**config.mk**
```make
export PLATFORM = sky130hd
export DESIGN_NAME = hazard_detect
export DESIGN_NICKNAME = d
export VERILOG_FILES = /design/src/rtl/hazard_detect_pkg.sv /design/src/rtl/hazard_match.sv /design/src/rtl/hazard_detect.sv
export SDC_FILE = /design/constraint.sdc
export NUM_CORES = 1
export LEC_CHECK = 0
export CAP_MARGIN = 30
export CORE_MARGIN = 2
export CORE_UTILIZATION = 46
export DETAILED_ROUTE_END_ITERATION = 16
export PLACE_DENSITY = 0.76
export SYNTH_ARGS = -nofsm -noshare
export SYNTH_HDL_FRONTEND = slang
export SYNTH_HIERARCHICAL = 1
export SYNTH_SLANG_ARGS = --single-unit
```
**constraint.sdc**
```tcl
create_clock -name clk -period 2.4 [get_ports clk]
set_clock_uncertainty 0.2 [all_clocks]
set_input_delay 0.36 -clock clk [delete_from_list [all_inputs] [get_ports clk]]
set_output_delay 0.36 -clock clk [all_outputs]
set_load 0.01 [all_outputs]
```
**src/rtl/hazard_detect_pkg.sv**
```systemverilog
// Shared definitions for the decode-stage hazard detector.
//   hist_entry_t : one in-flight producer record {valid, rd, reg_write, is_load, is_lui}
//   state_t      : load-use FSM states (RUN / STALL)
//   writes_reg() : true when a history entry is a live producer for a used source register
package hazard_detect_pkg;

  localparam int REG_W          = 5;
  localparam int HIST_DEPTH_DEF = 3;
  localparam int CNT_W          = 16;

  typedef struct packed {
    logic             valid;
    logic [REG_W-1:0] rd;
    logic             reg_write;
    logic             is_load;
    logic             is_lui;
  } hist_entry_t;

  typedef enum logic {
    ST_RUN   = 1'b0,
    ST_STALL = 1'b1
  } state_t;

  // x0 is hardwired zero, so a producer of x0 never creates a dependency.
  function automatic logic writes_reg(hist_entry_t e, logic [REG_W-1:0] rs, logic use_rs);
    return e.valid && e.reg_write && (e.rd != '0) && use_rs && (e.rd == rs);
  endfunction

endpackage

```
**src/rtl/hazard_match.sv**
```systemverilog
// Per-operand slot-priority matcher.
//   hist     : producer history, index 0 = slot 1 (one stage ahead of decode)
//   rs/use_rs: decode source register and whether it is read
//   load_use : youngest producer is a load in slot 1 (needs a bubble)
//   alu1/alu2/rf : forward from slot 1 / slot 2 / slot 3+ (one-hot or zero)
//   lui1/lui2: the selected slot-1 / slot-2 producer is a LUI
// HIST_DEPTH must be at least 3.
module hazard_match
  import hazard_detect_pkg::*;
#(
  parameter int HIST_DEPTH = HIST_DEPTH_DEF
) (
  input  hist_entry_t [HIST_DEPTH-1:0] hist,
  input  logic [REG_W-1:0]             rs,
  input  logic                         use_rs,
  output logic                         load_use,
  output logic                         alu1,
  output logic                         alu2,
  output logic                         rf,
  output logic                         lui1,
  output logic                         lui2
);

  logic [HIST_DEPTH-1:0] hit;
  logic                  older_hit;
  logic                  unused_fields;

  always_comb begin
    for (int k = 0; k < HIST_DEPTH; k++) hit[k] = writes_reg(hist[k], rs, use_rs);
  end

  always_comb begin
    load_use  = 1'b0;
    alu1      = 1'b0;
    alu2      = 1'b0;
    rf        = 1'b0;
    lui1      = 1'b0;
    lui2      = 1'b0;
    older_hit = 1'b0;
    for (int k = 2; k < HIST_DEPTH; k++) older_hit = older_hit | hit[k];
    // Youngest producer wins; a slot-1 load blocks older forwards for this operand.
    if (hit[0]) begin
      load_use = hist[0].is_load;
      alu1     = !hist[0].is_load;
      lui1     = !hist[0].is_load && hist[0].is_lui;
    end else if (hit[1]) begin
      alu2 = 1'b1;
      lui2 = hist[1].is_lui;
    end else if (older_hit) begin
      rf = 1'b1;
    end
  end

  // Load/LUI flags of older slots do not affect the select.
  always_comb begin
    unused_fields = hist[1].is_load;
    for (int k = 2; k < HIST_DEPTH; k++)
      unused_fields = unused_fields ^ hist[k].is_load ^ hist[k].is_lui;
  end

endmodule

```
**src/rtl/hazard_detect.sv**
```systemverilog
// Decode-stage data hazard detector: forwarding selects plus load-use stall.
//   clk, rst              : clock, async active-high reset
//   rs1, rs2, rd          : decode register indices
//   idValid, regWrite, isLoad, isLui, useRs1, useRs2 : decode qualifiers
//   ALU1xhz/ALU2xhz/Rxhz  : forward operand x from slot 1 / slot 2 / slot 3
//   luiHaz1, luiHaz2      : the slot-1 / slot-2 forward source is a LUI
//   nop, stall            : one-cycle bubble + decode hold on load-use
//   stallCnt              : saturating load-use stall counter
module hazard_detect
  import hazard_detect_pkg::*;
#(
  parameter int HIST_DEPTH = HIST_DEPTH_DEF
) (
  input  logic             clk,
  input  logic             rst,
  input  logic [REG_W-1:0] rs1,
  input  logic [REG_W-1:0] rs2,
  input  logic [REG_W-1:0] rd,
  input  logic             idValid,
  input  logic             regWrite,
  input  logic             isLoad,
  input  logic             isLui,
  input  logic             useRs1,
  input  logic             useRs2,
  output logic             ALU1Ahz,
  output logic             ALU1Bhz,
  output logic             ALU2Ahz,
  output logic             ALU2Bhz,
  output logic             RAhz,
  output logic             RBhz,
  output logic             luiHaz1,
  output logic             luiHaz2,
  output logic             nop,
  output logic             stall,
  output logic [CNT_W-1:0] stallCnt
);

  hist_entry_t [HIST_DEPTH-1:0] hist_q, hist_d;
  state_t                       state_q, state_d;
  logic [CNT_W-1:0]             cnt_q, cnt_d;

  logic [1:0][REG_W-1:0] op_rs;
  logic [1:0]            op_use;
  logic [1:0]            lu, alu1, alu2, rf, lui1, lui2;
  logic                  load_use;
  logic                  sel_en;

  assign op_rs  = {rs2, rs1};
  assign op_use = {useRs2, useRs1};

  // Operand 0 = A (rs1), operand 1 = B (rs2).
  for (genvar g = 0; g < 2; g++) begin : gen_op
    hazard_match #(.HIST_DEPTH(HIST_DEPTH)) u_match (
      .hist     (hist_q),
      .rs       (op_rs[g]),
      .use_rs   (op_use[g]),
      .load_use (lu[g]),
      .alu1     (alu1[g]),
      .alu2     (alu2[g]),
      .rf       (rf[g]),
      .lui1     (lui1[g]),
      .lui2     (lui2[g])
    );
  end

  always_comb begin
    // In STALL the load already sits in slot 2, so it cannot re-trigger.
    load_use = (state_q == ST_RUN) && (|lu);

    state_d = state_q;
    case (state_q)
      ST_RUN:   if (load_use) state_d = ST_STALL;
      ST_STALL: state_d = ST_RUN;
      default:  state_d = ST_RUN;
    endcase

    hist_d[0] = '0;
    if (idValid && !load_use) hist_d[0] = {1'b1, rd, regWrite, isLoad, isLui};
    for (int k = 1; k < HIST_DEPTH; k++) hist_d[k] = hist_q[k-1];

    cnt_d = cnt_q;
    if (load_use && (cnt_q != {CNT_W{1'b1}})) cnt_d = cnt_q + 1'b1;
  end

  always_ff @(posedge clk or posedge rst) begin
    if (rst) begin
      state_q <= ST_RUN;
      hist_q  <= '0;
      cnt_q   <= '0;
    end else begin
      state_q <= state_d;
      hist_q  <= hist_d;
      cnt_q   <= cnt_d;
    end
  end

  // The bubble cycle forwards nothing; reset silences every output at once.
  assign sel_en   = !rst && !load_use;
  assign ALU1Ahz  = sel_en & alu1[0];
  assign ALU1Bhz  = sel_en & alu1[1];
  assign ALU2Ahz  = sel_en & alu2[0];
  assign ALU2Bhz  = sel_en & alu2[1];
  assign RAhz     = sel_en & rf[0];
  assign RBhz     = sel_en & rf[1];
  assign luiHaz1  = sel_en & (|lui1);
  assign luiHaz2  = sel_en & (|lui2);
  assign nop      = !rst & load_use;
  assign stall    = !rst & load_use;
  assign stallCnt = rst ? '0 : cnt_q;

endmodule
```
==> flow_metrics.env, run 1 <==
export IMPL_grt_util_all_layers=0.2480
export IMPL_vias_per_cell=5.455
export IMPL_holdCritPathClass="in -> async"
export IMPL_cp_arrival_ps=2260
export IMPL_rr_endpoint="cnt_q[15]$_DFFE_PP0P_"
export IMPL_seq_power_share=0.526
export IMPL_nNetsFinal=345
export IMPL_die_x_um=73.90
export IMPL_max_freq_mhz=355.0
export IMPL_worst_r2r_cell_count=11
export IMPL_ys_warn_count=6
export IMPL_critical_path_depth=10
export IMPL_grt_pass1_vias=2087
export IMPL_path_cells="clkdlybuf4s50_1, xnor2_1, nand3_1, a2111oi_4, and2_4, o21bai_4, buf_4, buf_6, nor2_4, buf_6"
export IMPL_crit_top_cell="buf_6"
export IMPL_cts_sinks=41
export IMPL_grt_pass1_wl_mm=10.21
export IMPL_io_buffers=48
export IMPL_antenna_found_initial=0
export IMPL_cp_endpoint="nop"
export IMPL_fin_crit_sh=1.174
export IMPL_worstMarginPinSlew_ps=445.1
export IMPL_place_inst=362
export IMPL_syn_num_nets=238
export IMPL_start_kind="input port"
export IMPL_drt_initial_drc_count=197
export IMPL_worstPathRequired_ps=1840
export IMPL_pwr_density_cell_nw_per_um2=385.2
export IMPL_crit_fanout=4
export IMPL_critPathLaunch="rs1[3]"
export IMPL_p_sw_frac=0.2656
export IMPL_placed_area_um2=3078
export IMPL_rows=25
export IMPL_cts_root_buf="clkbuf_8"
export IMPL_diodes=0
export IMPL_routed_wl_mm=6.832
export IMPL_synth_cells=214
export IMPL_cts_htree_levels=2
export IMPL_clk_path_buf_depth=2
export IMPL_synth_avg_cell_area_um2=10.50
export IMPL_combPwrFrac=0.156
export IMPL_fin_total_pwr_mw=1.403
export IMPL_p_sw_mw=0.3726
export IMPL_violations="setup timing"
export IMPL_finalSetupViolCount=27
export IMPL_grt_remaining_overflow=0
export IMPL_critical_path_top_delay_family="buffers and inverters"
export IMPL_place_ws_ps=-782.9
export IMPL_detail_route_antenna_nets=0
export IMPL_globalplace_congestion=0.8392
export IMPL_clk_latency_ps=290
export IMPL_fin_tns_setup_ps=-6391
export IMPL_intPower_mw=1.030
export IMPL_hold_viol=0
export IMPL_drv_slew=0
export IMPL_core_area_um2=4723
export IMPL_cp_slowest_cell="clkdlybuf4s50_1"
export IMPL_drt_wirelength_per_cell_um=17.56
export IMPL_area_delta_synth_final_pct=62.03
export IMPL_r2r_start="hist_d[15]$_DFF_PP0_"
export IMPL_cts_tree="done"
export IMPL_critPathMaxStageDelay_ps=480
export IMPL_r2r_slack_ps=-290
export IMPL_drv_cap=0
export IMPL_postCtsHoldBufs=0
export IMPL_worstSetupEndpointType="output port"
export IMPL_clkTransAtPathRegs_ps=80
export IMPL_start_util=0.4758
export IMPL_worst_path_buf_inv=4
export IMPL_die_area_um2=5460
export IMPL_synth_area_um2=2247
export IMPL_firstDrtPassIters=4
export IMPL_drive_gt1_frac=0.3913
export IMPL_max_vdd_ir_drop_v=0.0003379
export IMPL_worstSetupPathType="in -> out"
export IMPL_power_frac_clock=0.318
export IMPL_min_period_ps=2817
export IMPL_rsz0062_at_grt="true"
export IMPL_stdcell_count=389
export IMPL_grt_max_degree=35
export IMPL_dp_hpwl_mm=4.255
export IMPL_io_pins=49
export IMPL_p_leak_nw=1.760
export IMPL_fillCellCount=281
export IMPL_die_h_um=73.90
export IMPL_design_area_um2=3641
export IMPL_max_slew_margin_rel=0.7033
export IMPL_vias=2122
export IMPL_drc=0
export IMPL_cts_buffers=5
export IMPL_timing_final_ws_setup_ps=-417.2
export IMPL_outcome="finished with violations"
routing by layer:
layer  GRT usage  vias to the layer above  routed length, um
met4      0.1111                        0                197
met3     0.04527                       21                281
met1      0.3327                     1049               2974
li1            -                      986                  -
met2      0.3909                       66               3378
met5           0                        -                  0
power groups by stage:
stage / sequential, mW / combinational (mW) / clock [mW]
after floorplan: 0.745 / 0.0783 / 0
after global placement: 0.747 / 0.177 / 0
after detailed placement: 0.749 / 0.182 / 0
after CTS: 0.736 / 0.203 / 0.444
after global routing: 0.741 / 0.235 / 0.486
final: 0.738 / 0.219 / 0.446
worst reg2reg max path, cell delays in order, from the launching register on:
cell and delay [ps]:
dfrtp_2 420, buf_4 160, xnor2_1 170, nand3_1 140, a2111oi_4 290, and2_4 220
o21bai_4 70, inv_2 100, buf_6 120, nand3b_1 180, nor4bb_2 380, xor2_1 180
registers in the layout (all words and copies together), names as in the netlist:
register,count
hist_d,17
hist_q,7
state_q,1
cnt_q,16
repair_timing:
action                     4_1_cts  5_1_grt
setup endpoints to repair       22       44
setup buffers                   15        7
pin swaps                       20       10
resized for setup              104       22
cells in the final DEF, fill, tap and decap left out, types with 3 or more instances in the layout:
cell type and count:
clkdlybuf4s50_1 28, nor2b_1 18, nor3b_2 3, nor3_4 4, xor2_1 18, buf_6 17, nand3_1 8, dlygate4sd2_1 8
nand2_1 8, a222oi_1 4, buf_2 7, nor4_4 3, nor2_1 8, xnor2_1 6, and3_1 17, clkbuf_8 5
inv_1 11, buf_4 41, xnor2_2 5, nor2_4 7, dfrtp_1 36, dfrtp_2 5
worst min-delay path by stage:
stage                               startpoint                   end  slack (ps)  depth (start not counted)
after floorplan           hist_d[20]$_DFF_PP0_  hist_q[20]$_DFF_PP0_         160                          0
after global placement    hist_d[26]$_DFF_PP0_  hist_q[26]$_DFF_PP0_         170                          0
after detailed placement   hist_d[9]$_DFF_PP0_  hist_d[18]$_DFF_PP0_         180                          0
after CTS                  hist_d[9]$_DFF_PP0_  hist_d[18]$_DFF_PP0_         200                          0
after global routing                       rst  hist_q[26]$_DFF_PP0_         180                          3
final                                      rst  hist_q[26]$_DFF_PP0_         150                          3
layout make-up:
class                      instances  area [um^2]  area share
clock buffer                       5        68.82     0.01890
clock inverter                     3        17.52    0.004811
inverter                          12        45.04     0.01237
multi-input combinational        157         1464      0.4021
sequential                        41         1032      0.2835
tap                               67        83.83     0.02302
timing repair buffer             104        929.6      0.2553
stage by stage:
step | util | hold WS [ps]
finish | 0.7709 | 149.4
floorplan | - | 158.8
detailed placement | 0.6517 | 177.1
CTS | 0.7359 | 197.3
global placement | 0.6517 | 170.2
global route | 0.7709 | 183.4
No activity file was read; power rests on OpenSTA's default activity.
==> run 2, diff against run 1 <==
--- a/config.mk
+++ b/config.mk
@@ -7,5 +7,6 @@
 export LEC_CHECK = 0
+export ABC_AREA = 1
 export CAP_MARGIN = 30
 export CORE_MARGIN = 2
-export CORE_UTILIZATION = 46
+export CORE_UTILIZATION = 48
 export DETAILED_ROUTE_END_ITERATION = 16
==> constraint.sdc (replaced) <==
create_clock -name clk -period 2.4 [get_ports clk]
set_clock_uncertainty 0.2 [all_clocks]
set_input_delay 0.72 -clock clk [delete_from_list [all_inputs] [get_ports clk]]
set_output_delay 0.72 -clock clk [all_outputs]
set_load 0.01 [all_outputs]
==> run 2 against run 1 <==
The run still ends with setup timing left; synthesized cell count grew 110%; worst setup slack lost 100 ps; die area grew 17%; non-clock buffer count shrank 13; global-route usage grew 0.17 points; critical endpoint is now luiHaz2; combinational power grew 16%.
==> flow_metrics.env, run 2 <==
export IMPL_outcome="finished with violations"
export IMPL_violations="setup timing"
export IMPL_pwr_density_cell_nw_per_um2=417.5
export IMPL_path_cells="buf_2, inv_2, buf_4, nand2_1, nand2_1, nor2_1, nand3_1, nor2_1, nand2_1, nor2_1, nor2_1, nor2_1, buf_2"
export IMPL_die_x_um=79.90
export IMPL_cts_htree_levels=2
export IMPL_vias_per_cell=4.848
export IMPL_io_buffers=48
export IMPL_clkTransAtPathRegs_ps=80
export IMPL_layout_commonest_cell="nand2_1"
export IMPL_max_vdd_ir_drop_v=0.0003803
export IMPL_seq_power_share=0.473
export IMPL_antenna_found_initial=0
export IMPL_grt_util_all_layers=0.2496
export IMPL_drt_wirelength_per_cell_um=12.35
export IMPL_drv_slew=0
export IMPL_drv_cap=0
export IMPL_die_area_um2=6384
export IMPL_clk_latency_ps=300
export IMPL_area_delta_synth_final_pct=36.74
export IMPL_rsz0062_at_grt="true"
export IMPL_postCtsHoldBufs=0
export IMPL_worstSetupPathType="in -> out"
export IMPL_dp_hpwl_mm=5.397
export IMPL_drt_initial_drc_count=188
export IMPL_worstMarginPinSlew_ps=512.8
export IMPL_cp_slowest_cell="nor2_1"
export IMPL_diodes=0
export IMPL_rr_endpoint="cnt_q[15]$_DFFE_PP0P_"
export IMPL_place_ws_ps=-1278
export IMPL_p_sw_mw=0.4312
export IMPL_nNetsFinal=562
export IMPL_cp_endpoint="luiHaz2"
export IMPL_worstPathRequired_ps=1480
export IMPL_firstDrtPassIters=5
export IMPL_core_area_um2=5540
export IMPL_synth_cells=443
export IMPL_drc=0
export IMPL_cts_tree="done"
export IMPL_combPwrFrac=0.161
export IMPL_worst_r2r_cell_count=14
export IMPL_hold_viol=0
export IMPL_cts_buffers=5
export IMPL_worstSetupEndpointType="output port"
export IMPL_syn_num_nets=467
export IMPL_drive_gt1_frac=0.2727
export IMPL_crit_fanout=3
export IMPL_cts_root_buf="clkbuf_8"
export IMPL_min_path_cells=0
export IMPL_critPathLaunch="rs1[1]"
export IMPL_vias=2962
export IMPL_grt_max_degree=42
export IMPL_cts_sinks=41
export IMPL_min_period_ps=2919
export IMPL_start_util=0.4991
export IMPL_r2r_slack_ps=150
export IMPL_detail_route_antenna_nets=0
export IMPL_synth_avg_cell_area_um2=6.242
export IMPL_critPathMaxStageDelay_ps=170
export IMPL_timing_final_ws_setup_ps=-519.3
export IMPL_utilization=0.6825
export IMPL_holdCritPathClass="reg -> reg"
export IMPL_grt_pass1_vias=2831
export IMPL_intPower_mw=1.147
export IMPL_holdWs_ps=203.3
export IMPL_grt_remaining_overflow=0
export IMPL_grt_pass1_wl_mm=12.43
export IMPL_routed_wl_mm=7.544
export IMPL_finalSetupViolCount=10
export IMPL_p_sw_frac=0.2732
export IMPL_cp_arrival_ps=2000
export IMPL_crit_top_cell="nor2_1"
export IMPL_max_slew_margin_rel=0.6581
export IMPL_start_kind="input port"
export IMPL_largest_reg_flops=17
export IMPL_mostFrequentLayoutCells="nand2_1 (143), nor2_1 (76), inv_1 (74)"
export IMPL_io_pins=49
export IMPL_ys_warn_count=6
export IMPL_power_frac_clock=0.366
export IMPL_p_leak_nw=2.065
export IMPL_globalplace_congestion=0.9549
export IMPL_synth_area_um2=2765
export IMPL_clk_path_buf_depth=2
export IMPL_max_freq_mhz=342.5
export IMPL_fin_total_pwr_mw=1.578
export IMPL_r2r_start="hist_d[15]$_DFF_PP0_"
export IMPL_fin_crit_sh=1.216
export IMPL_rows=27
export IMPL_die_h_um=79.90
==> run 2: what timing repair did <==
item | in CTS | in global routing
gates resized for setup | 142 | 11
pin swaps | 27 | 20
buffers inserted | 10 | 4
setup endpoints to repair | 51 | 14
==> run 2: power by group through the flow <==
| stage | Combinational, mW | Clock (mW) | Sequential [mW] |
|---|---|---|---|
| 6_report | 0.254 | 0.577 | 0.747 |
| 5_1_grt | 0.284 | 0.617 | 0.750 |
| 4_1_cts | 0.243 | 0.581 | 0.745 |
| 3_5_place_dp | 0.227 | 0 | 0.757 |
| 3_3_place_gp | 0.222 | 0 | 0.756 |
| 2_1_floorplan | 0.120 | 0 | 0.746 |
==> run 2: final cells by class <==
| type | instances | area (um^2) |
|---|---|---|
| fill | 494 | 1759 |
| inverter | 90 | 344.1 |
| clock buffer | 5 | 68.82 |
| sequential | 41 | 1031 |
| clock inverter | 3 | 46.29 |
| timing repair buffer | 91 | 739.5 |
| multi-input combinational | 309 | 1461 |
| tap | 72 | 90.09 |
==> run 2: worst min-delay path by stage <==
stage	startpoint	slack (ps)	endpoint
3_5_place_dp	hist_d[9]$_DFF_PP0_	190	hist_d[18]$_DFF_PP0_
5_1_grt	hist_d[9]$_DFF_PP0_	230	hist_d[18]$_DFF_PP0_
2_1_floorplan	hist_d[20]$_DFF_PP0_	170	hist_q[20]$_DFF_PP0_
6_report	hist_d[9]$_DFF_PP0_	200	hist_d[18]$_DFF_PP0_
3_3_place_gp	hist_d[9]$_DFF_PP0_	190	hist_d[18]$_DFF_PP0_
4_1_cts	hist_d[9]$_DFF_PP0_	210	hist_d[18]$_DFF_PP0_
==> run 2: worst max-delay path, delay by kind of cell <==
kind,cells,cell delay [ps]
and+or+nand+nor,9,850
buffers and inverters,4,410
==> run 2: through the flow <==
step           TNS [ps]  cells  cell area (um^2)
2_1_floorplan     -3475    443              2805
3_3_place_gp     -31920    590              3577
3_5_place_dp     -33200    590              3577
4_1_cts           -4337    608              3745
5_1_grt           -5684    611              3781
6_report          -4954    611              3781
==> run 2: per-layer routing <==
| metal | up-vias | GRT usage | part of all wire |
|---|---|---|---|
| li1 | 1487 | - | - |
| met1 | 1343 | 0.3082 | 0.42 |
| met2 | 114 | 0.4375 | 0.49 |
| met3 | 18 | 0.04412 | 0.068 |
| met4 | 0 | 0.08475 | 0.021 |
| met5 | - | 0 | 0 |
==> run 3, diff against run 2 <==
- CELL_PAD_IN_SITES_DETAIL_PLACEMENT: not set -> 1
- CELL_PAD_IN_SITES_GLOBAL_PLACEMENT: not set -> 2
- CORE_UTILIZATION: 48 -> 26
- PLACE_DENSITY: 0.76 -> not set
- PLACE_DENSITY_LB_ADDON: not set -> 0.1
==> run 3 against run 2 <==
The flow still finishes with violations (setup timing); worst setup slack better by 59 ps; hold slack better by 9.0 ps; register-to-register slack worse by 80 ps; first-iteration DRC count down 51%; combinational power about the same; non-clock buffer count up 2.
==> flow_metrics.env, run 3 (same netlist as run 2, synthesis figures left out) <==
export IMPL_drv_cap=0
export IMPL_fin_tns_setup_ps=-4397
export IMPL_grt_pass1_wl_mm=14.79
export IMPL_start_util=0.2678
export IMPL_die_h_um=107.1
export IMPL_drt_initial_drc_count=93
export IMPL_worstSetupPathType="in -> out"
export IMPL_timing_final_ws_setup_ps=-460.6
export IMPL_violations="setup timing"
export IMPL_stdcell_count=677
export IMPL_detail_route_antenna_nets=0
export IMPL_fin_crit_sh=1.192
export IMPL_design_area_um2=3931
export IMPL_vias=2895
export IMPL_max_slew_margin_rel=0.6261
export IMPL_routed_wl_mm=8.778
export IMPL_rows=37
export IMPL_min_period_ps=2861
export IMPL_core_area_um2=10320
export IMPL_io_pins=49
export IMPL_dp_hpwl_mm=6.880
export IMPL_cts_buffers=5
export IMPL_globalplace_congestion=0.7626
export IMPL_clkTransAtPathRegs_ps=90
export IMPL_vias_per_cell=4.276
export IMPL_drv_slew=0
export IMPL_start_kind="input port"
export IMPL_grt_pass1_vias=3129
export IMPL_rsz0062_at_grt="true"
export IMPL_path_cells="buf_4, inv_4, nor2_4, nor2_4, nand4_1, nor2_2, nor2_2, nor2_4, inv_4, nand2_8, nor2_1, buf_2"
export IMPL_cts_sinks=41
export IMPL_max_vdd_ir_drop_v=0.0002502
export IMPL_cts_root_buf="clkbuf_8"
export IMPL_grt_util_all_layers=0.1656
export IMPL_area_delta_synth_final_pct=42.17
export IMPL_die_x_um=107.1
export IMPL_mostFrequentLayoutCells="nand2_1 (142), inv_1 (75), nor2_1 (66)"
export IMPL_holdCritPathClass="reg -> reg"
export IMPL_die_area_um2=11480
export IMPL_fillCellCount=1377
export IMPL_worstPathRequired_ps=1480
export IMPL_utilization=0.3808
export IMPL_critPathMaxStageDelay_ps=180
export IMPL_finalSetupViolCount=10
export IMPL_layout_commonest_cell="nand2_1"
export IMPL_drc=0
export IMPL_place_ws_ps=-1353
export IMPL_place_inst=654
export IMPL_p_leak_nw=2.077
export IMPL_placed_area_um2=3657
export IMPL_cts_htree_levels=2
export IMPL_diodes=0
export IMPL_cts_tree="done"
export IMPL_largest_reg_flops=17
export IMPL_fin_total_pwr_mw=1.611
export IMPL_worstSetupEndpointType="output port"
export IMPL_pwr_density_cell_nw_per_um2=409.8
export IMPL_drt_wirelength_per_cell_um=12.97
export IMPL_clk_latency_ps=300
export IMPL_worstMarginPinSlew_ps=560.8
export IMPL_max_freq_mhz=349.6
export IMPL_clk_path_buf_depth=2
export IMPL_hold_viol=0
export IMPL_grt_max_degree=42
export IMPL_firstDrtPassIters=4
export IMPL_drive_gt1_frac=0.2921
export IMPL_antenna_found_initial=0
export IMPL_crit_top_cell="nor2_4"
export IMPL_grt_remaining_overflow=0
export IMPL_holdWs_ps=212.3
export IMPL_outcome="finished with violations"
export IMPL_crit_fanout=8
export IMPL_nNetsFinal=564
export IMPL_cp_slowest_cell="nand4_1"
export IMPL_cp_arrival_ps=1940
export IMPL_io_buffers=48
[run 3: cell count changes in the layout (fill, tap and decap cells not counted), sizes merged]
cell	previous run	this run
dlygate4sd2	14	15
clkbuf	6	7
buf	66	67
clkinv	2	1
[run 3: layout make-up]
| class | count | area [um^2] | share of cell area |
|---|---|---|---|
| Multi-Input combinational cell | 309 | 1525 | 0.3880 |
| Sequential cell | 41 | 1031 | 0.2623 |
| Timing Repair Buffer | 93 | 733.2 | 0.1865 |
| Inverter | 90 | 351.6 | 0.08943 |
| Tap cell | 136 | 170.2 | 0.04328 |
| Clock buffer | 6 | 82.58 | 0.02101 |
| Clock inverter | 2 | 37.54 | 0.009548 |
[run 3: final timing paths]
check	from	endpoint	slack [ps]	cells past startpoint
max	rs2[0]	luiHaz2	-460	12
max in group asynchronous	rst	hist_d[14]$_DFF_PP0_	1070	3
min in group asynchronous	rst	hist_d[9]$_DFF_PP0_	520	3
min reg2reg	hist_d[20]$_DFF_PP0_	hist_q[20]$_DFF_PP0_	210	0
min	hist_d[20]$_DFF_PP0_	hist_q[20]$_DFF_PP0_	210	0
max reg2reg	hist_d[12]$_DFF_PP0_	cnt_q[7]$_DFFE_PP0P_	70	16
[run 3: routing by layer]
metal	track usage	up-vias	part of all wire
li1	-	1486	-
met1	0.1869	1368	0.41
met2	0.3196	30	0.55
met3	0.02371	11	0.020
met4	0.04545	0	0.014
met5	0	-	0
[run 3: worst max-delay path, delay by kind of cell]
kind / cells / cell delay, ps
AND/OR/NAND/NOR: 8 / 810
buffers and inverters: 4 / 400
[run 3: where the power goes]
group | total, mW | internal [mW] | switching [mW]
clock network | 0.608 | 0.339 | 0.269
logic | 0.257 | 0.115 | 0.142
registers | 0.746 | 0.713 | 0.0332
total | 1.61 | 1.17 | 0.444
[run 3: what timing repair did]
item | 4_1_cts | 5_1_grt
buffers inserted | 16 | 2
endpoints found under the setup margin | 47 | 26
hold buffers | 0 | 0
resized for setup | 134 | 29
pin swaps | 26 | 23
==> RTL change 1: new RTL, config.mk and constraints of run 2 <==
Change the package constant `HIST_DEPTH_DEF` from 3 to 2.
--- a/src/rtl/hazard_detect_pkg.sv
+++ b/src/rtl/hazard_detect_pkg.sv
@@ -5,7 +5,7 @@
 package hazard_detect_pkg;
 
   localparam int REG_W          = 5;
-  localparam int HIST_DEPTH_DEF = 3;
+  localparam int HIST_DEPTH_DEF = 2;
   localparam int CNT_W          = 16;
 
   typedef struct packed {
Formal check against the unedited RTL: not equivalent (a bounded check fails within 4 cycles, from zero or initial values and one cycle with rst high).
==> RTL change 1 against run 2 <==
The flow still finishes with violations (negative setup slack). Wire length is 28% lower. Total power is 14% lower. Final area is 12% lower. Sequential power is 15% lower. Sequential cell count is 7 lower. Setup slack better by 0.081 ns. Synthesized area is 14% lower. Critical path type unchanged. Largest cell class unchanged. Largest power group unchanged.
==> RTL change 1: results (changes against run 2) <==
| Metric | Value |
|---|---|
| Status | complete, but fails checks |
| Failing checks | negative setup slack |
| Number of global-route vias before repair | 2154 (-24%) |
| Initial antenna violation count | 0 (unchanged) |
| Placed Area | 3040 um^2 (-15%) |
| Initial DRC count | 57 (-70%) |
| Pleak | 1.685 nW (-18%) |
| Largest net degree at the start of global routing | 35 (-17%) |
| Yosys warns | 6 (unchanged) |
| Reg area | 855.8 um^2 (-17%) |
| Routed WL | 5407 um (-28%) |
| Fillers | 428 (-13%) |
| First drt pass iteration count | 4 (-1) |
| # diodes | 0 (unchanged) |
| Via-to-Cell Ratio | 4.567 (-5.8%) |
| Critical path's slowest cell | nand2_4 |
| Worst-path clk slew | about 0.07 ns |
| First-pass GRT wire length | 8928 um (-28%) |
| Flip-flop count of the largest register after layout | 16 (-1) |
| Total CTS buffers | 5 (unchanged) |
| Crit Path Class | primary input to output pin |
| Clock Path Buffers | 2 (unchanged) |
| Crit Path Max Fanout | 6 (+3) |
| Top reg by flops | cnt_q |
| Post-DP HPWL | 4114 um (-24%) |
| Clock root buffer | clkbuf_8 |
| Setup violations, final | 8 (-2) |
| Tot GR Track Use | 21.11% (-3.9 points) |
| Port Buffers | 46 (-4.2%) |
| Worst Slack Setup Final | -0.4381 ns (+0.08125 ns) |
| HP Class | flip-flop to flip-flop |
| Max VDD drop | 249.1 uV (-34%) |
| Clock latency on the worst-skew pair | 0.28 ns (-0.02 ns) |
| Layout cells sized above 1 | 33.94% (+6.7 points) |
| RePlAce Congestion | 0.8980 (-6.0%) |
| NumNets Final | 462 (-18%) |
| Syn nets | 390 (-16%) |
| Crit path largest cell delay | 0.13 ns (-0.04 ns) |
| H-Tree Level Count | 2 (unchanged) |
[RTL change 1: changes by cell type in the layout (fill, tap and decap cells not counted), moves of 9 or more]
cell	before	now
inv_1	74	63
clkdlybuf4s15_2	1	12
nand2_1	143	92
buf_4	42	17
dlygate4sd2_1	14	1
o21ai_2	0	11
nand3_1	22	13
buf_6	8	19
nor2_1	76	59
[RTL change 1: final timing paths]
check | start | endpoint | slack [ns] | cells after the start
worst max register to register | hist_d[13] | cnt_q[5] | 0.20 | 14
min in group asynchronous | rst | state_q | 0.45 | 3
worst max-delay path | useRs2 | luiHaz1 | -0.44 | 14
worst min-delay path | hist_d[9] | hist_q[9] | 0.20 | 0
worst min register to register | hist_d[9] | hist_q[9] | 0.20 | 0
max in group asynchronous | rst | hist_d[11] | 1.23 | 3
[RTL change 1: metrics by stage]
stage / TNS [ns] / cells / power, mW / hold slack [ns] / setup WS [ns]
floorplan: -2.015 / 366 / 0.8042 / 0.1738 / -0.2739
global placement: -28.81 / 485 / 0.9052 / 0.1909 / -1.144
detailed placement: -29.79 / 485 / 0.9114 / 0.1970 / -1.174
CTS: -4.083 / 506 / 1.353 / 0.2122 / -0.5324
global route: -3.976 / 506 / 1.435 / 0.2262 / -0.5276
finish: -3.273 / 506 / 1.358 / 0.2032 / -0.4381
[RTL change 1: what timing repair did]
item,in CTS,in global routing
setup endpoints to repair,49,22
pin swaps,16,19
buffers inserted,13,0
resized for setup,150,37
[RTL change 1: worst max-delay path: cells and delay by family]
kind          cells  cell delay [ns]
simple gates     10             0.78
buf+inv           4             0.41
[RTL change 1: where the power goes]
| group | total (mW) | leakage (nW) | switching (mW) | internal (mW) |
|---|---|---|---|---|
| registers | 0.637 | 0.399 | 0.0348 | 0.602 |
| logic | 0.292 | 1.24 | 0.157 | 0.134 |
| clock network | 0.430 | 0.0482 | 0.199 | 0.231 |
[RTL change 1: layout make-up]
type / count / area share (%)
Multi-Input combinational cell: 251 / 39.49
Sequential cell: 34 / 25.63
Timing Repair Buffer: 72 / 21.13
Inverter: 74 / 8.505
Clock buffer: 7 / 2.585
Tap cell: 67 / 2.510
Clock inverter: 1 / 0.1499
[RTL change 1: per-layer routing]
| metal | track usage (%) | vias up | wire, um |
|---|---|---|---|
| met5 | 0 | - | 0 |
| met4 | 6.944 | 0 | 118 |
| met3 | 4.201 | 12 | 231 |
| met2 | 39.04 | 47 | 2778 |
| met1 | 24.27 | 1038 | 2279 |
| li1 | - | 1214 | - |
==> RTL change 2: new RTL, flow settings as in run 2 <==
Made on the original files. Put a register stage on the output `stallCnt`. The value now appears one clock later. The other outputs are not delayed to match.
--- a/src/rtl/hazard_detect.sv
+++ b/src/rtl/hazard_detect.sv
@@ -106,6 +106,8 @@
   assign luiHaz2  = sel_en & (|lui2);
   assign nop      = !rst & load_use;
   assign stall    = !rst & load_use;
-  assign stallCnt = rst ? '0 : cnt_q;
+  always_ff @(posedge clk) begin
+    stallCnt <= rst ? '0 : cnt_q;
+  end
 
 endmodule
Check against the original RTL: not equivalent (Yosys sat finds a counterexample within 4 cycles, from zero or initial values and one cycle with rst high).
==> RTL change 2 against run 2 <==
The flow still finishes with violations (negative setup slack). Count of clock-buffer cells in the layout rose by 7. Wire length fell by 4.4%. Setup slack improved by 0.043 ns. Sequential power rose by 35%. Cell count rose by 4.1%. Total power rose by 34%. Final area rose by 9.3%. Synthesized area rose by 12%. First-iteration DRC count fell by 50%. Register-to-register slack improved by 0.14 ns. Sequential cell count rose by 16. Core utilization fell by 2.8 points.
==> RTL change 2: results (changes against run 2) <==
| Metric | Value |
|---|---|
| Placed Area | 3839 um^2 (+7.3%) |
| Tot GR Track Use | 21.78% (-3.2 points) |
| Status | complete, but fails checks |
| Worst Slack Setup Final | -0.4767 ns (+0.04262 ns) |
| Setup slack at placement | -1.309 ns (-0.03129 ns) |
| Worst Setup SP | rs2[1] |
| H-Tree Level Count | 3 (+1) |
| FF-to-FF path depth | 13 (-1) |
| Failing checks | negative setup slack |
| Measured slew at the worst slew-check pin | 0.5121 ns (-0.0007752 ns) |
| Worst-path clk slew | 0.06 ns (-0.02 ns) |
| Critical path's slowest cell | buf_4 |
| Fin cells | 636 (+4.1%) |
| Routed WL per cell | 11.34 um (-8.2%) |
| Clock buffers | 12 (+7) |
| Initial DRC count | 94 (-50%) |
| P&R area growth vs syn | 32.88% |
| Post-CTS Setup Inserts | 12 (+2) |
| Layout Utilization | 65.44% (-2.8 points) |
| Post-DP HPWL | 5407 um (+0.19%) |
| Via-to-Cell Ratio | 4.759 (-1.8%) |
| Reg area | 1351 um^2 (+31%) |
| WP data arrival | 1.96 ns (-0.04 ns) |
| Setup violations, final | 10 (unchanged) |
| Multi-input gate area | 1456 um^2 (-0.34%) |
| Worst hold slack | 0.1962 ns (-0.007089 ns) |
| Layout cells sized above 1 | 22.72% (-4.6 points) |
| Max VDD drop | 573.2 uV (+51%) |
| Multi-input logic portion of the cell area | 35.25% (-3.4 points) |
| First-pass GRT wire length | 12430 um (about the same) |
| Post-CTS resize count | 112 (-21%) |
| Crit Path Max Fanout | 4 (+1) |
| RePlAce Congestion | 0.8822 (-7.6%) |
| Avg Inst Size Synth | 6.601 um^2 (+5.8%) |
| Pleak | 2.132 nW (+3.2%) |
| Clock latency on the worst-skew pair | 0.33 ns (+0.03 ns) |
| First drt pass iteration count | 4 (-1) |
| Non-clk bufs | 78 (-14%) |
| Layout non-clock buf frac | 16.08% (-3.5 points) |
| Fillers | 577 (+17%) |
| Critical R2R Launch | hist_d[13] |
[RTL change 2: metal layers]
| layer | vias up | share of wire, % | track usage [%] |
|---|---|---|---|
| li1 | 1554 | - | - |
| met1 | 1383 | 41 | 24.56 |
| met2 | 67 | 51 | 39.08 |
| met3 | 23 | 4.6 | 5.310 |
| met4 | 0 | 2.7 | 9.235 |
| met5 | - | 0 | 0 |
[RTL change 2: worst max-delay path: cells and delay by family]
| kind | cells | cell delay [ns] |
|---|---|---|
| and+or+nand+nor | 8 | 0.64 |
| buffers and inverters | 5 | 0.57 |
[RTL change 2: power breakdown]
part | internal (mW) | switching (mW)
sequential | 0.981 | 0.0315
combinational | 0.102 | 0.123
clock | 0.527 | 0.352
[RTL change 2: worst min path at each step]
stage,to,depth (start not counted)
after detailed placement,hist_d[18],0
after floorplan,hist_q[20],0
final,hist_d[18],0
after global placement,hist_d[18],0
after global routing,hist_q[26],0
after CTS,hist_d[18],0
